### src/rtl/instr_fetch_ctrl_if.sv
`default_nettype none
// ============================================================================
// Module      : instr_fetch_ctrl_if
// Description : Bundle of every signal between the instruction fetch
//               controller and its environment: the start strobe, the
//               byte-wide instruction memory port, the issue handshake with
//               the redirect inputs, and the sticky status flags.
//               master : the fetch controller side
//               slave  : the environment (memory, decoder, control) side
//   start          begin fetching at the current PC (only seen in IDLE)
//   mem_req        byte read request
//   mem_addr       byte address of the current request
//   mem_ack        request accepted; mem_rdata valid in the same cycle
//   mem_rdata      returned instruction byte
//   instr          assembled instruction, byte 0 in instr[0:7]
//   pc_out         address of the instruction on instr
//   instr_valid    instr / pc_out valid
//   instr_ready    downstream accepts instr
//   pc_load        take pc_in as the next PC on the issue handshake
//   pc_in          redirect target
//   halted, mem_error, invalid_instr  sticky status flags
// Revision    : 1.0 - initial release
// ============================================================================
interface instr_fetch_ctrl_if;
  logic        start;
  logic        mem_req;
  logic [63:0] mem_addr;
  logic        mem_ack;
  logic [7:0]  mem_rdata;
  logic [0:79] instr;
  logic [63:0] pc_out;
  logic        instr_valid;
  logic        instr_ready;
  logic        pc_load;
  logic [63:0] pc_in;
  logic        halted;
  logic        mem_error;
  logic        invalid_instr;

  modport master (
    input  start, mem_ack, mem_rdata, instr_ready, pc_load, pc_in,
    output mem_req, mem_addr, instr, pc_out, instr_valid,
           halted, mem_error, invalid_instr
  );

  modport slave (
    output start, mem_ack, mem_rdata, instr_ready, pc_load, pc_in,
    input  mem_req, mem_addr, instr, pc_out, instr_valid,
           halted, mem_error, invalid_instr
  );
endinterface
`default_nettype wire

### src/rtl/instr_fetch_ctrl.sv
`default_nettype none
// ============================================================================
// Module      : instr_fetch_ctrl
// Description : Byte-serial instruction fetch controller. Reads one byte per
//               memory ack starting at the PC, decodes the instruction length
//               from the icode in byte 0, assembles up to 10 bytes, presents
//               the instruction with a valid/ready handshake and advances the
//               PC (sequentially or via pc_load redirect). Halt, invalid
//               icode and out-of-range addresses end in a terminal STOP state.
// Parameters  : IMEM_SIZE - instruction memory size in bytes
//               RESET_PC  - PC loaded at reset
// Ports       : clk   - clock, rising edge
//               rst_n - asynchronous active-low reset
//               bus   - instr_fetch_ctrl_if.master (start, memory port,
//                       issue handshake, redirect, status flags)
// Revision    : 1.0 - initial release
// ============================================================================
module instr_fetch_ctrl #(
  parameter int          IMEM_SIZE = 256,
  parameter logic [63:0] RESET_PC  = 64'h0
) (
  input  wire logic           clk,
  input  wire logic           rst_n,
  instr_fetch_ctrl_if.master  bus
);

  typedef enum logic [1:0] {
    IDLE  = 2'd0,
    FETCH = 2'd1,
    ISSUE = 2'd2,
    STOP  = 2'd3
  } state_t;

  state_t      state, state_nx;
  logic [63:0] pc, pc_nx;
  logic [3:0]  count, count_nx;
  logic [0:79] instr, instr_nx;
  logic [63:0] pc_out, pc_out_nx;
  logic        halted, halted_nx;
  logic        mem_error, mem_error_nx;
  logic        invalid_instr, invalid_instr_nx;

  logic        mem_req;
  logic [63:0] mem_addr;
  logic        instr_valid;

  logic [63:0] fetch_addr;
  logic        addr_ok;
  logic [3:0]  cur_icode;
  logic [3:0]  cur_len;

  // Instruction length in bytes from the icode; 0 marks an invalid icode.
  function automatic logic [3:0] decode_len(input logic [3:0] icode);
    case (icode)
      4'h0, 4'h1, 4'h9:       decode_len = 4'd1;
      4'h2, 4'h6, 4'hA, 4'hB: decode_len = 4'd2;
      4'h3, 4'h4, 4'h5:       decode_len = 4'd10;
      4'h7, 4'h8:             decode_len = 4'd9;
      default:                decode_len = 4'd0;
    endcase
  endfunction

  assign fetch_addr = pc + {60'd0, count};
  assign addr_ok    = (fetch_addr < 64'(IMEM_SIZE));

  // While byte 0 is on the bus it has not been captured yet, so the length
  // is decoded straight from mem_rdata; afterwards from the stored byte.
  assign cur_icode = (count == 4'd0) ? bus.mem_rdata[7:4] : instr[0:3];
  assign cur_len   = decode_len(cur_icode);

  // --------------------------------------------------------------------------
  // State and datapath registers
  // --------------------------------------------------------------------------
  always_ff @(posedge clk or negedge rst_n) begin
    if (!rst_n) begin
      state         <= IDLE;
      pc            <= RESET_PC;
      count         <= 4'd0;
      instr         <= '0;
      pc_out        <= 64'd0;
      halted        <= 1'b0;
      mem_error     <= 1'b0;
      invalid_instr <= 1'b0;
    end else begin
      state         <= state_nx;
      pc            <= pc_nx;
      count         <= count_nx;
      instr         <= instr_nx;
      pc_out        <= pc_out_nx;
      halted        <= halted_nx;
      mem_error     <= mem_error_nx;
      invalid_instr <= invalid_instr_nx;
    end
  end

  // --------------------------------------------------------------------------
  // Next-state and output logic
  // --------------------------------------------------------------------------
  always_comb begin
    state_nx         = state;
    pc_nx            = pc;
    count_nx         = count;
    instr_nx         = instr;
    pc_out_nx        = pc_out;
    halted_nx        = halted;
    mem_error_nx     = mem_error;
    invalid_instr_nx = invalid_instr;
    mem_req          = 1'b0;
    mem_addr         = 64'd0;
    instr_valid      = 1'b0;

    case (state)
      IDLE: begin
        if (bus.start) begin
          state_nx = FETCH;
          count_nx = 4'd0;
          instr_nx = '0;
        end
      end

      FETCH: begin
        mem_addr = fetch_addr;
        if (!addr_ok) begin
          // Out-of-range byte: the request is suppressed, not issued.
          mem_error_nx = 1'b1;
          state_nx     = STOP;
        end else begin
          mem_req = 1'b1;
          if (bus.mem_ack) begin
            instr_nx[{count, 3'b000} +: 8] = bus.mem_rdata;
            count_nx = count + 4'd1;
            if (cur_len == 4'd0) begin
              // Only reachable on byte 0; the icode itself is unusable.
              invalid_instr_nx = 1'b1;
              state_nx         = STOP;
            end else if ((count + 4'd1) == cur_len) begin
              pc_out_nx = pc;
              state_nx  = ISSUE;
            end
          end
        end
      end

      ISSUE: begin
        instr_valid = 1'b1;
        if (bus.instr_ready) begin
          if (instr[0:3] == 4'h0) begin
            halted_nx = 1'b1;
            state_nx  = STOP;
          end else begin
            // count equals the instruction length while in ISSUE.
            pc_nx    = bus.pc_load ? bus.pc_in : (pc + {60'd0, count});
            count_nx = 4'd0;
            instr_nx = '0;
            state_nx = FETCH;
          end
        end
      end

      STOP: begin
        state_nx = STOP;
      end

      default: begin
        state_nx = IDLE;
      end
    endcase
  end

  assign bus.mem_req       = mem_req;
  assign bus.mem_addr      = mem_addr;
  assign bus.instr_valid   = instr_valid;
  assign bus.instr         = instr;
  assign bus.pc_out        = pc_out;
  assign bus.halted        = halted;
  assign bus.mem_error     = mem_error;
  assign bus.invalid_instr = invalid_instr;

endmodule
`default_nettype wire

### src/flat_wrapper.sv
// flat-port wrapper written by rule: the top's interface ports become plain ports
module instr_fetch_ctrl_flat 
#(
  parameter int          IMEM_SIZE = 256,
  parameter logic [63:0] RESET_PC  = 64'h0
)
  (clk, rst_n, bus_start, bus_mem_ack, bus_mem_rdata, bus_instr_ready, bus_pc_load, bus_pc_in, bus_mem_req, bus_mem_addr, bus_instr, bus_pc_out, bus_instr_valid, bus_halted, bus_mem_error, bus_invalid_instr);
  instr_fetch_ctrl_if bus_i ();
  input  wire logic clk;
  input  wire logic rst_n;
  input wire logic [$bits(bus_i.start)-1:0] bus_start;
  input wire logic [$bits(bus_i.mem_ack)-1:0] bus_mem_ack;
  input wire logic [$bits(bus_i.mem_rdata)-1:0] bus_mem_rdata;
  input wire logic [$bits(bus_i.instr_ready)-1:0] bus_instr_ready;
  input wire logic [$bits(bus_i.pc_load)-1:0] bus_pc_load;
  input wire logic [$bits(bus_i.pc_in)-1:0] bus_pc_in;
  output wire logic [$bits(bus_i.mem_req)-1:0] bus_mem_req;
  output wire logic [$bits(bus_i.mem_addr)-1:0] bus_mem_addr;
  output wire logic [$bits(bus_i.instr)-1:0] bus_instr;
  output wire logic [$bits(bus_i.pc_out)-1:0] bus_pc_out;
  output wire logic [$bits(bus_i.instr_valid)-1:0] bus_instr_valid;
  output wire logic [$bits(bus_i.halted)-1:0] bus_halted;
  output wire logic [$bits(bus_i.mem_error)-1:0] bus_mem_error;
  output wire logic [$bits(bus_i.invalid_instr)-1:0] bus_invalid_instr;
  assign bus_i.start = bus_start;
  assign bus_i.mem_ack = bus_mem_ack;
  assign bus_i.mem_rdata = bus_mem_rdata;
  assign bus_i.instr_ready = bus_instr_ready;
  assign bus_i.pc_load = bus_pc_load;
  assign bus_i.pc_in = bus_pc_in;
  assign bus_mem_req = bus_i.mem_req;
  assign bus_mem_addr = bus_i.mem_addr;
  assign bus_instr = bus_i.instr;
  assign bus_pc_out = bus_i.pc_out;
  assign bus_instr_valid = bus_i.instr_valid;
  assign bus_halted = bus_i.halted;
  assign bus_mem_error = bus_i.mem_error;
  assign bus_invalid_instr = bus_i.invalid_instr;
  instr_fetch_ctrl #(.IMEM_SIZE(IMEM_SIZE), .RESET_PC(RESET_PC)) u_core (.clk(clk), .rst_n(rst_n), .bus(bus_i));
endmodule
### config.mk
export PLATFORM = sky130hd
export DESIGN_NAME = instr_fetch_ctrl_flat
export DESIGN_NICKNAME = d
export VERILOG_FILES = /design/src/rtl/instr_fetch_ctrl_if.sv /design/src/rtl/instr_fetch_ctrl.sv /design/src/flat_wrapper.sv
export SDC_FILE = /design/constraint.sdc
export NUM_CORES = 1
export LEC_CHECK = 0
export CORE_MARGIN = 3
export CORE_UTILIZATION = 42
export CTS_CLUSTER_SIZE = 8
export DETAILED_ROUTE_END_ITERATION = 10
export GPL_ROUTABILITY_DRIVEN = 1
export PLACE_DENSITY_LB_ADDON = 0.12
export SETUP_SLACK_MARGIN = 0.05
export SYNTH_ARGS = -nofsm -noshare
export SYNTH_HDL_FRONTEND = slang
export SYNTH_SLANG_ARGS = --single-unit
### constraint.sdc
create_clock -name clk -period 14.7 [get_ports clk]
set_clock_uncertainty 0.15 [all_clocks]
set_input_delay 3.675 -clock clk [delete_from_list [all_inputs] [get_ports clk]]
set_output_delay 3.675 -clock clk [all_outputs]
set_load 0.05 [all_outputs]
-- Word level (Yosys, flattened, before mapping)
Memories as Yosys holds them, arrays and structs flattened.
Index checks and enable logic that the tools add are counted.
- add/subtract/negate cells: 3
- $lt $le $gt $ge: 1
- eq/ne operators: 11
- shift operators: 2
- muxes and demuxes: 27
- bitwise logic cells: 4
- reductions and logical operators: 12
- operator list (operator ; count):
    80-bit two-way mux ; 5
    80-bit one-hot mux with 3 select lines ; 1
    64-bit two-way mux ; 2
    81-bit by 9-bit variable shift with 80-bit output (first input constant) ; 1
    81-bit by 9-bit indexed part select with 80-bit output ; 1
    80-bit bitwise mux ; 1
    64-bit by 4-bit adder with 64-bit output ; 1
    64-bit by 9-bit less-than comparator with 1-bit output (second input constant) ; 1
    4-bit two-way mux ; 6
    2-bit two-way mux ; 7
    4-bit logical NOT ; 3
    4-bit one-hot mux with 3 select lines ; 1
    8-bit negator with 9-bit output ; 1
    2-bit inequality test (second input constant) ; 4
    7-bit inverter with 8-bit output ; 1
    2-bit one-hot mux with 4 select lines ; 1
    4-bit AND reduction ; 2
    3-bit AND reduction ; 2
    6-bit AND reduction ; 1
    5-bit AND reduction ; 1
    4-bit by 1-bit adder with 4-bit output (second input constant) ; 1
    2-bit == test (second input constant) ; 2
    4-bit == test ; 1
    4-bit inequality test (second input constant) ; 1
    other kinds (8) ; 12
- flip-flop bits (word level): 217
- ROM bits: 48
- input port bits: 78
- word-level logic and storage cells: 69
- memories: 1
- memory list (name ; depth ; bits a word ; read ports ; clocked after Yosys merged registers in ; wr ports ; RTL line ; text):
    (name not given) ; 16 ; 3 ; 1 ; 0 ; 0 ; instr_fetch_ctrl.sv:54 ; case (icode)

-- Longest topological paths before layout
Gate-level depths: netlist (run 1).
An unclocked memory read counts as a cell.
- depth in word-level cells: 9
- depth in mapped cells: 16

-- Worst setup path after synthesis (run 1)
No wires, ideal clock.
- path kind: flip-flop to output port
- start point: register u_core.count[0]
- end point: output bus_mem_req
- data arrival time: 4.390 ns
- data required time: 10.875 ns
- path slack: 6.485 ns
- stages on the path, launching flop included: 13
- cells stage by stage: dfrtp_1 -> ha_1 -> fa_1 -> and3_1 -> o211ai_1 -> clkbuf_1 -> nor4_1 -> xnor2_1 -> o2111ai_1 -> or4_1 -> or3_1 -> buf_2 -> nor3_1
- longest elaborated chain between the ends: 4
- RTL lines (element ; RTL line ; text):
    from (decl) ; instr_fetch_ctrl.sv:36 ; logic [3:0] count, count_nx;
    from (signal assigned) ; instr_fetch_ctrl.sv:87 ; count <= count_nx;
    64-bit by 4-bit adder with 64-bit output ; instr_fetch_ctrl.sv:63 ; assign fetch_addr = pc + {60'd0, count};
    64-bit by 9-bit less-than comparator with 1-bit output ; instr_fetch_ctrl.sv:64 ; assign addr_ok = (fetch_addr < 64'(IMEM_SIZE));
    1-bit two-way mux ; instr_fetch_ctrl.sv:123 ; if (!addr_ok) begin
    1-bit two-way mux ; instr_fetch_ctrl.sv:112 ; case (state)
    to (decl) ; flat_wrapper.sv:17 ; output wire logic [$bits(bus_i.mem_req)-1:0] bus_mem_req;
No other way between the ends.

-- Worst setup path in the final report (run 1)
Same ends and word-level chain as after synthesis.

==> impl_metrics.tcl, run 1 <==
set metrics [dict create \
    status "completed" \
    path_delay_family "simple AND/OR/NAND/NOR gates" \
    setup_slack_ns 4.72 \
    yosysMostFrequentCell "dfrtp_1" \
    fillCellCount 2578 \
    diodes 0 \
    slowest_stage "clkdlybuf4s50_1" \
    crit_fanout 26 \
    drt_iter0_markers 1187 \
    ys_seq_area_share_pct 44.8 \
    critPathBufInv 2 \
    path_clk_slew_ns 0.05 \
    synthFlopType "dfrtp_1" \
    synth.area.top_cells "dfrtp_1 45%, nor2_1 4.4%, o21ai_0 3.6%" \
    clock_path_buffers 3 \
    hold_class "reg2reg" \
    critPathArrivalTime_ns 6.16 \
    multiInputGateArea_um2 6160 \
    track_usage_pct 26.3 \
    synth_common_cells "217 x dfrtp_1, 141 x nor2_1, 115 x nand2_1" \
    die-width_um 176 \
    cts_root_buf "clkbuf_16" \
    numClockSinks 217 \
    cts-resized-gates 0 \
    placementRows 61 \
    vias_per_cell 5.89 \
    period_share_pct 67.9 \
    hold_viol 0 \
    drive_gt1_share_pct 5.57 \
    hpwl_mm 30.5 \
    gp_congestion 0.964 \
    endpoint_kind "output port" \
    numCtsBuffers 31 \
    drc 0 \
    port_buffers 290 \
    post_cts.repair.setup_buffers 0 \
    p_per_area_nw_per_um2 83.3 \
    worstMarginPinSlew_ns 1.21 \
    nNetsFinal 1649 \
    synth-edff-count 0 \
    max-vdd-ir-drop_uv 81.2 \
    antenna_found_initial 1 \
    wirelength_mm 42.0 \
    synth.avg_cell_area_um2 9.11 \
    slew-limit-headroom_pct 18.7 \
    max_freq_mhz 100 \
    boundaryPins 291 \
    syn_to_final_growth_pct 31.9 \
    setup-violations-final 0 \
    worstSetupPathType "reg2out" \
    die_h_um 176 \
    syn-instance-count 1331 \
    min_period_ns 9.98 \
    start_kind "flip-flop" \
    drv_cap 0 \
    syn_area_um2 12100 \
    die_area_um2 30900 \
    start_util_pct 43.2 \
    clkLatencyLatePin_ns 0.56 \
    ys_warn_count 0 \
    overflow 0 \
    async_flop_share_pct 100 \
    crit_chain "ha_1, fa_1, and3_1, o211ai_1, buf_4, or4_1, xor2_1, nand4_1, or4_1, or3_1, nor3_1, clkdlybuf4s50_1" \
    grt_pass1_wl_mm 64.9 \
    holdBufCountCts 0 \
    first_pass_iters 6 \
    yosysUniqueCellTypes 77 \
    seq_area_um2 5430 \
    cts_tree "built" \
    wire_per_inst_um 21.7 \
    cpPeakStageDelay_ns 0.92 \
    ant_nets 0 \
    drv_slew 0 \
    grt_start_max_net_pins 98 \
    yosysTopAreaCellShare_pct 44.8 \
    crit_top_cell "or4_1" \
    dr_total_vias 11400 \
    rsz0062_at_grt "no" \
    coreArea_um2 28100 \
    fin_setup_tns_ns 0 \
    cts-htree-levels 1 \
    required_ns 10.88 \
    syn_nets 1420 \
    grt_pass1_vias 11200 \
    synth_seq_cells 217 \
    yosysTopAreaCell "dfrtp_1" \
    place_ws_ns 5.38 \
    leakagePower_uw 0.00682 \
]
-- metal layers --
layer	vias up	GRT usage [%]	routed length [um]
met5	-	0	13
met4	2	8.91	1440
met3	92	4.93	3130
met2	493	43.0	19800
met1	5546	35.3	17600
li1	5302	-	-
-- power breakdown --
part           switching, uW  leakage, uW  internal [uW]  total, uW
sequential              5.18      0.00294            603        608
clock                    252     0.000410            379        631
combinational           55.8      0.00347           36.8       92.6
-- final cells by class --
cell class | instances | area share [%]
flip-flops and latches | 217 | 34.0
clock buffers | 33 | 5.02
repair buffers | 303 | 18.8
clock inverters | 2 | 0.156
inverters | 27 | 0.634
multi-input cells | 980 | 38.5
well taps | 378 | 2.96
-- through the flow --
step,power [uW],cells,util [%],hold WS (ns),area (um^2)
finish,1330,1940,56.9,0.321,16000
floorplan,659,1331,-,0.320,12100
CTS,1350,1940,56.9,0.324,16000
detailed placement,711,1905,54.0,0.312,15200
global route,1380,1940,56.9,0.332,16000
global placement,710,1905,54.0,0.308,15200
-- cell usage in the layout (no fill, tap or decap), types with 15 or more instances in the layout --
master           instances
o2bb2ai_1               35
a22o_1                  21
nor3_1                  40
clkdlybuf4s50_1        288
nand4_1                 38
xor2_1                  18
and3_1                  18
dfrtp_1                217
inv_1                   26
nor2_1                 141
a32o_1                  16
and4_1                  15
xnor2_1                 42
nand3_1                 41
a21o_1                  58
nor4_1                  31
mux2i_1                 19
clkbuf_16               31
a21oi_1                 69
o21ai_0                 87
nand2_1                114
-- final timing paths --
check	start	end	slack, ns	depth (start not counted)
max in group asynchronous	rst_n	u_core.bus.pc_out[12]	9.99	2
hold reg to reg	u_core.bus.pc_out[51]	u_core.bus.pc_out[51]	0.32	1
setup reg to reg	u_core.count[0]	u_core.bus.pc_out[27]	8.44	13
setup / recovery	u_core.count[0]	bus_mem_req	4.72	12
hold / removal	u_core.bus.pc_out[51]	u_core.bus.pc_out[51]	0.32	1
min in group asynchronous	rst_n	u_core.bus.instr[36]	3.03	1
-- flip-flops by register name (all words and copies together) (netlist names) --
register,flops
u_core.bus.mem_error,1
u_core.pc,64
u_core.count,4
u_core.bus.invalid_instr,1
u_core.bus.halted,1
u_core.state,2
u_core.bus.pc_out,64
u_core.bus.instr,80
-- logic make-up after synthesis --
group	share of synthesized area, %
AO/OA/AOI/OAI	20.5
XOR/XNOR	4.33
adder cells (fa/ha/maj)	1.20
buffers and inverters	4.54
flip-flops	44.8
multiplexers	2.96
AND/OR/NAND/NOR	21.7
No activity file was read; power rests on OpenSTA's default activity.
==> run 2: changes to the inputs <==
- clock period: 14.7 -> 8.1 ns (I/O delays scaled with it)
==> impl_metrics.tcl, run 2 (synthesis results as in run 1) <==
set metrics [dict create \
    syn_to_final_growth_pct 31.9 \
    cts_root_buf "clkbuf_16" \
    leakagePower_uw 0.00683 \
    pwr-share-seq_pct 45.9 \
    cts_tree "built" \
    largest_reg_flops 80 \
    wirelength_mm 43.2 \
    critPathArrivalTime_ns 5.55 \
    rsz0062_at_grt "no" \
    p_switching_uw 567 \
    holdWs_ns 0.322 \
    setup-violations-final 0 \
    path_clk_slew_ns 0.05 \
    fin_setup_tns_ns 0 \
    crit_chain "fa_1, and3_1, o21ai_0, nor2_1, o31ai_1, nand4_1, or4_1, or3_1, nor3_1, buf_4, clkdlybuf4s50_1" \
    boundaryPins 291 \
    drt_iter0_markers 926 \
    vias_per_cell 5.90 \
    post_cts.repair.setup_buffers 0 \
    p_per_area_nw_per_um2 150 \
    clock_path_buffers 3 \
    coreArea_um2 28100 \
    slew-limit-headroom_pct 19.9 \
    numClockSinks 217 \
    die_h_um 176 \
    die_area_um2 30900 \
    cpPeakStageDelay_ns 0.80 \
    antenna_found_initial 0 \
    first_pass_iters 5 \
    die-width_um 176 \
    grt_start_max_net_pins 115 \
    start_kind "flip-flop" \
    hold_class "reg2reg" \
    p_sw_share_pct 23.6 \
    wire_per_inst_um 22.2 \
    max-vdd-ir-drop_uv 155 \
    post-route-util_pct 56.9 \
    gp_congestion 0.966 \
    endpoint_kind "output port" \
    overflow 0 \
    ant_nets 0 \
    final_common_cell "clkdlybuf4s50_1" \
    port_buffers 290 \
    worstSetupPathType "reg2out" \
    multiInputGateArea_um2 6150 \
    status "completed" \
    power_frac_comb_pct 7.2 \
    internal_power_uw 1830 \
    drv_cap 0 \
    fillCellCount 2621 \
    cts-resized-gates 0 \
    worstMarginPinSlew_ns 1.19 \
    top_register "u_core.bus.instr" \
    path_delay_family "simple AND/OR/NAND/NOR gates" \
    nNetsFinal 1653 \
    diodes 0 \
    clkLatencyLatePin_ns 0.56 \
    top_regs "u_core.bus.instr (80), u_core.bus.pc_out (64), u_core.pc (64)" \
    final_cell_mix "288 x clkdlybuf4s50_1, 217 x dfrtp_1, 141 x nor2_1" \
    placementRows 61 \
    drive_gt1_share_pct 5.62 \
    cts-htree-levels 1 \
    track_usage_pct 27.2 \
    seq_area_um2 5430 \
    dr_total_vias 11500 \
    grt_pass1_wl_mm 67.1 \
    crit_fanout 13 \
    start_util_pct 43.2 \
    drv_slew 0 \
    grt_pass1_vias 11300 \
    slowest_stage "clkdlybuf4s50_1" \
    critPathBufInv 2 \
    drc 0 \
    holdBufCountCts 0 \
    hpwl_mm 31.6 \
    required_ns 5.93 \
    max_freq_mhz 129 \
    min_period_ns 7.73 \
    period_share_pct 95.4 \
    hold_viol 0 \
    p_clk_share_pct 47.0 \
    numCtsBuffers 31 \
]
==> run 2: changes by cell type in the layout (fill, tap and decap cells not counted) <==
cell and delta:
buf_4 +4, clkbuf_8 -2, clkinv_4 +1, clkinv_2 -1
nor4_2 -1, clkbuf_1 +1, nor4_1 +1
==> run 2: power by group through the flow <==
stage                     registers [uW]  logic [uW]  clock network, uW
after floorplan                     1140        57.8                  0
after global placement              1120         173                  0
after detailed placement            1120         174                  0
after CTS                           1100         174               1150
after global routing                1100         187               1200
final                               1100         172               1130
==> run 2: worst paths after layout <==
path	from	to	slack, ns	depth (start not counted)
worst min-delay path	u_core.bus.pc_out[14]	u_core.bus.pc_out[14]	0.32	1
worst min register to register	u_core.bus.pc_out[14]	u_core.bus.pc_out[14]	0.32	1
worst max-delay path	u_core.count[1]	bus_mem_req	0.37	11
min in group asynchronous	rst_n	u_core.bus.instr[36]	1.42	1
max in group asynchronous	rst_n	u_core.bus.instr[58]	4.74	2
worst max register to register	u_core.count[1]	u_core.bus.pc_out[46]	2.11	11
==> run 2: layer usage <==
metal | vias to the layer above | GRT usage (%) | share of wire, %
met3 | 87 | 3.83 | 6.1
met5 | - | 0 | 0
met1 | 5623 | 37.2 | 43
li1 | 5305 | - | -
met2 | 450 | 44.4 | 47
met4 | 0 | 9.50 | 3.5
==> run 2: layout make-up <==
cell class	instances	area share (%)
clock inverter	2	0.180
inverter	27	0.634
multi-input combinational	980	38.4
timing repair buffer	307	19.0
clock buffer	32	4.87
tap	378	2.96
sequential	217	34.0
==> run 2: metrics by stage <==
| stage | area, um^2 | cells | setup WS (ns) | power (uW) |
|---|---|---|---|---|
| after floorplan | 12100 | 1331 | 1.54 | 1200 |
| after global placement | 15200 | 1909 | 1.04 | 1290 |
| after detailed placement | 15200 | 1909 | 0.974 | 1290 |
| after CTS | 16000 | 1943 | 0.367 | 2420 |
| after global routing | 16000 | 1943 | 0.0710 | 2480 |
| final | 16000 | 1943 | 0.371 | 2400 |
==> run 3: changes to the inputs <==
- CAP_MARGIN: default -> 40
==> impl_metrics.tcl, run 3 (synthesis results as in run 1) <==
set metrics [dict create \
    track_usage_pct 27.7 \
    fin_setup_tns_ns 0 \
    drv_cap 0 \
    internal_power_uw 1840 \
    grt_start_max_net_pins 100 \
    grt_pass1_vias 11500 \
    p_clk_share_pct 47.0 \
    vias_per_cell 5.94 \
    port_buffers 290 \
    cts_root_buf "clkbuf_16" \
    overflow 0 \
    start_kind "flip-flop" \
    clkLatencyLatePin_ns 0.57 \
    final_cell_mix "288 x clkdlybuf4s50_1, 217 x dfrtp_1, 141 x nor2_1" \
    pwr-share-seq_pct 45.6 \
    crit_fanout 13 \
    min_period_ns 7.69 \
    leakagePower_uw 0.00690 \
    drt_iter0_markers 857 \
    top_register "u_core.bus.instr" \
    antenna_found_initial 2 \
    grt_pass1_wl_mm 68.1 \
    hold_depth 1 \
    max_freq_mhz 130 \
    gp_congestion 0.966 \
    holdBufCountCts 0 \
    numCtsBuffers 31 \
    die-width_um 176 \
    path_clk_slew_ns 0.06 \
    placementRows 61 \
    endpoint_kind "output port" \
    wirelength_mm 43.8 \
    p_per_area_nw_per_um2 150 \
    critPathArrivalTime_ns 5.51 \
    worstSetupPathType "reg2out" \
    largest_reg_flops 80 \
    power_frac_comb_pct 7.4 \
    final_common_cell "clkdlybuf4s50_1" \
    slowest_stage "clkdlybuf4s50_1" \
    clock_path_buffers 3 \
    p_switching_uw 576 \
    drv_slew 0 \
    first_pass_iters 5 \
    ant_nets 0 \
    drive_gt1_share_pct 6.16 \
    hold_viol 0 \
    hold_class "reg2reg" \
    coreArea_um2 28100 \
    hpwl_mm 32.2 \
    drc 0 \
    cpPeakStageDelay_ns 0.80 \
    cts_tree "built" \
    die_area_um2 30900 \
    max-vdd-ir-drop_uv 160 \
    p_sw_share_pct 23.9 \
    die_h_um 176 \
    diodes 0 \
    power_uw 2410 \
    boundaryPins 291 \
    start_util_pct 43.2 \
    cts-htree-levels 1 \
    required_ns 5.93 \
    r2r.worst_path.cells 13 \
    syn_to_final_growth_pct 33.0 \
    crit_chain "ha_1, and3_1, o211ai_1, buf_4, or4_1, xor2_1, nand4_1, or4_1, or3_1, nor3_1, buf_4, clkdlybuf4s50_1" \
    slew-limit-headroom_pct 39.0 \
    dr_total_vias 11600 \
    place_ws_ns 0.952 \
    nNetsFinal 1662 \
    top_regs "u_core.bus.instr (80), u_core.bus.pc_out (64), u_core.pc (64)" \
    period_share_pct 94.9 \
    worstMarginPinSlew_ns 0.910 \
    rsz0062_at_grt "no" \
    setup_slack_ns 0.412 \
    numClockSinks 217 \
    setup-violations-final 0 \
    wire_per_inst_um 22.4 \
    status "completed" \
]
## run 3: changes by cell type in the layout (fill, tap and decap cells not counted)
cell	before	now
buf_16	0	3
buf_4	18	21
buf_2	0	2
o21ai_0	87	86
o21ai_1	0	1
buf_12	0	1
## run 3: power by group through the flow
stage / Clock [uW] / Combinational, uW / Sequential [uW]
after detailed placement: 0 / 179 / 1120
after global routing: 1200 / 193 / 1100
after floorplan: 0 / 57.8 / 1140
after global placement: 0 / 173 / 1120
final: 1130 / 178 / 1100
after CTS: 1160 / 179 / 1100
## run 3: path summary, 6_finish.rpt
kind | from | end | slack (ns)
hold reg to reg | u_core.bus.halted | u_core.bus.halted | 0.32
setup reg to reg | u_core.count[3] | u_core.bus.pc_out[46] | 2.50
max in group asynchronous | rst_n | u_core.bus.instr[62] | 5.22
setup / recovery | u_core.count[3] | bus_mem_req | 0.41
hold / removal | u_core.bus.halted | u_core.bus.halted | 0.32
min in group asynchronous | rst_n | u_core.bus.instr[48] | 1.16
## run 3: timing repair
| action | in CTS | in global routing |
|---|---|---|
| buffers inserted | 0 | 0 |
| endpoints found under the setup margin | 0 | 1 |
| gates resized for setup | 0 | 1 |
## run 3: routing by layer
metal | up-vias | global-route usage, % | wire length [um]
li1 | 5331 | - | -
met1 | 5709 | 38.2 | 19000
met2 | 464 | 44.4 | 20300
met3 | 90 | 4.22 | 2750
met4 | 2 | 10.2 | 1680
met5 | - | 0 | 13
## run 3: worst max-delay path: cells and delay by family, from the launching register on
kind	cells	cell delay [ns]
compound gates	1	0.12
xor+xnor	1	0.27
fa+ha+maj	1	0.46
buf+inv	3	1.17
flops	1	0.54
simple gates	6	2.38
## run 3: per-stage QoR
step                      instances  util, %  instance area (um^2)  hold WS [ns]
after CTS                      1952     57.4                 16100         0.321
final                          1952     57.4                 16100         0.319
after floorplan                1331        -                 12100         0.320
after detailed placement       1918     54.5                 15300         0.308
after global placement         1909     54.1                 15200         0.302
after global routing           1952     57.4                 16100         0.333
## run 3: final cells by class
class	count	area (um^2)
Inverter	27	101
Clock buffer	32	779
Multi-Input combinational cell	980	6150
Clock inverter	2	28.8
Tap cell	378	473
Fill cell	2624	12000
Timing Repair Buffer	316	3170
Sequential cell	217	5430
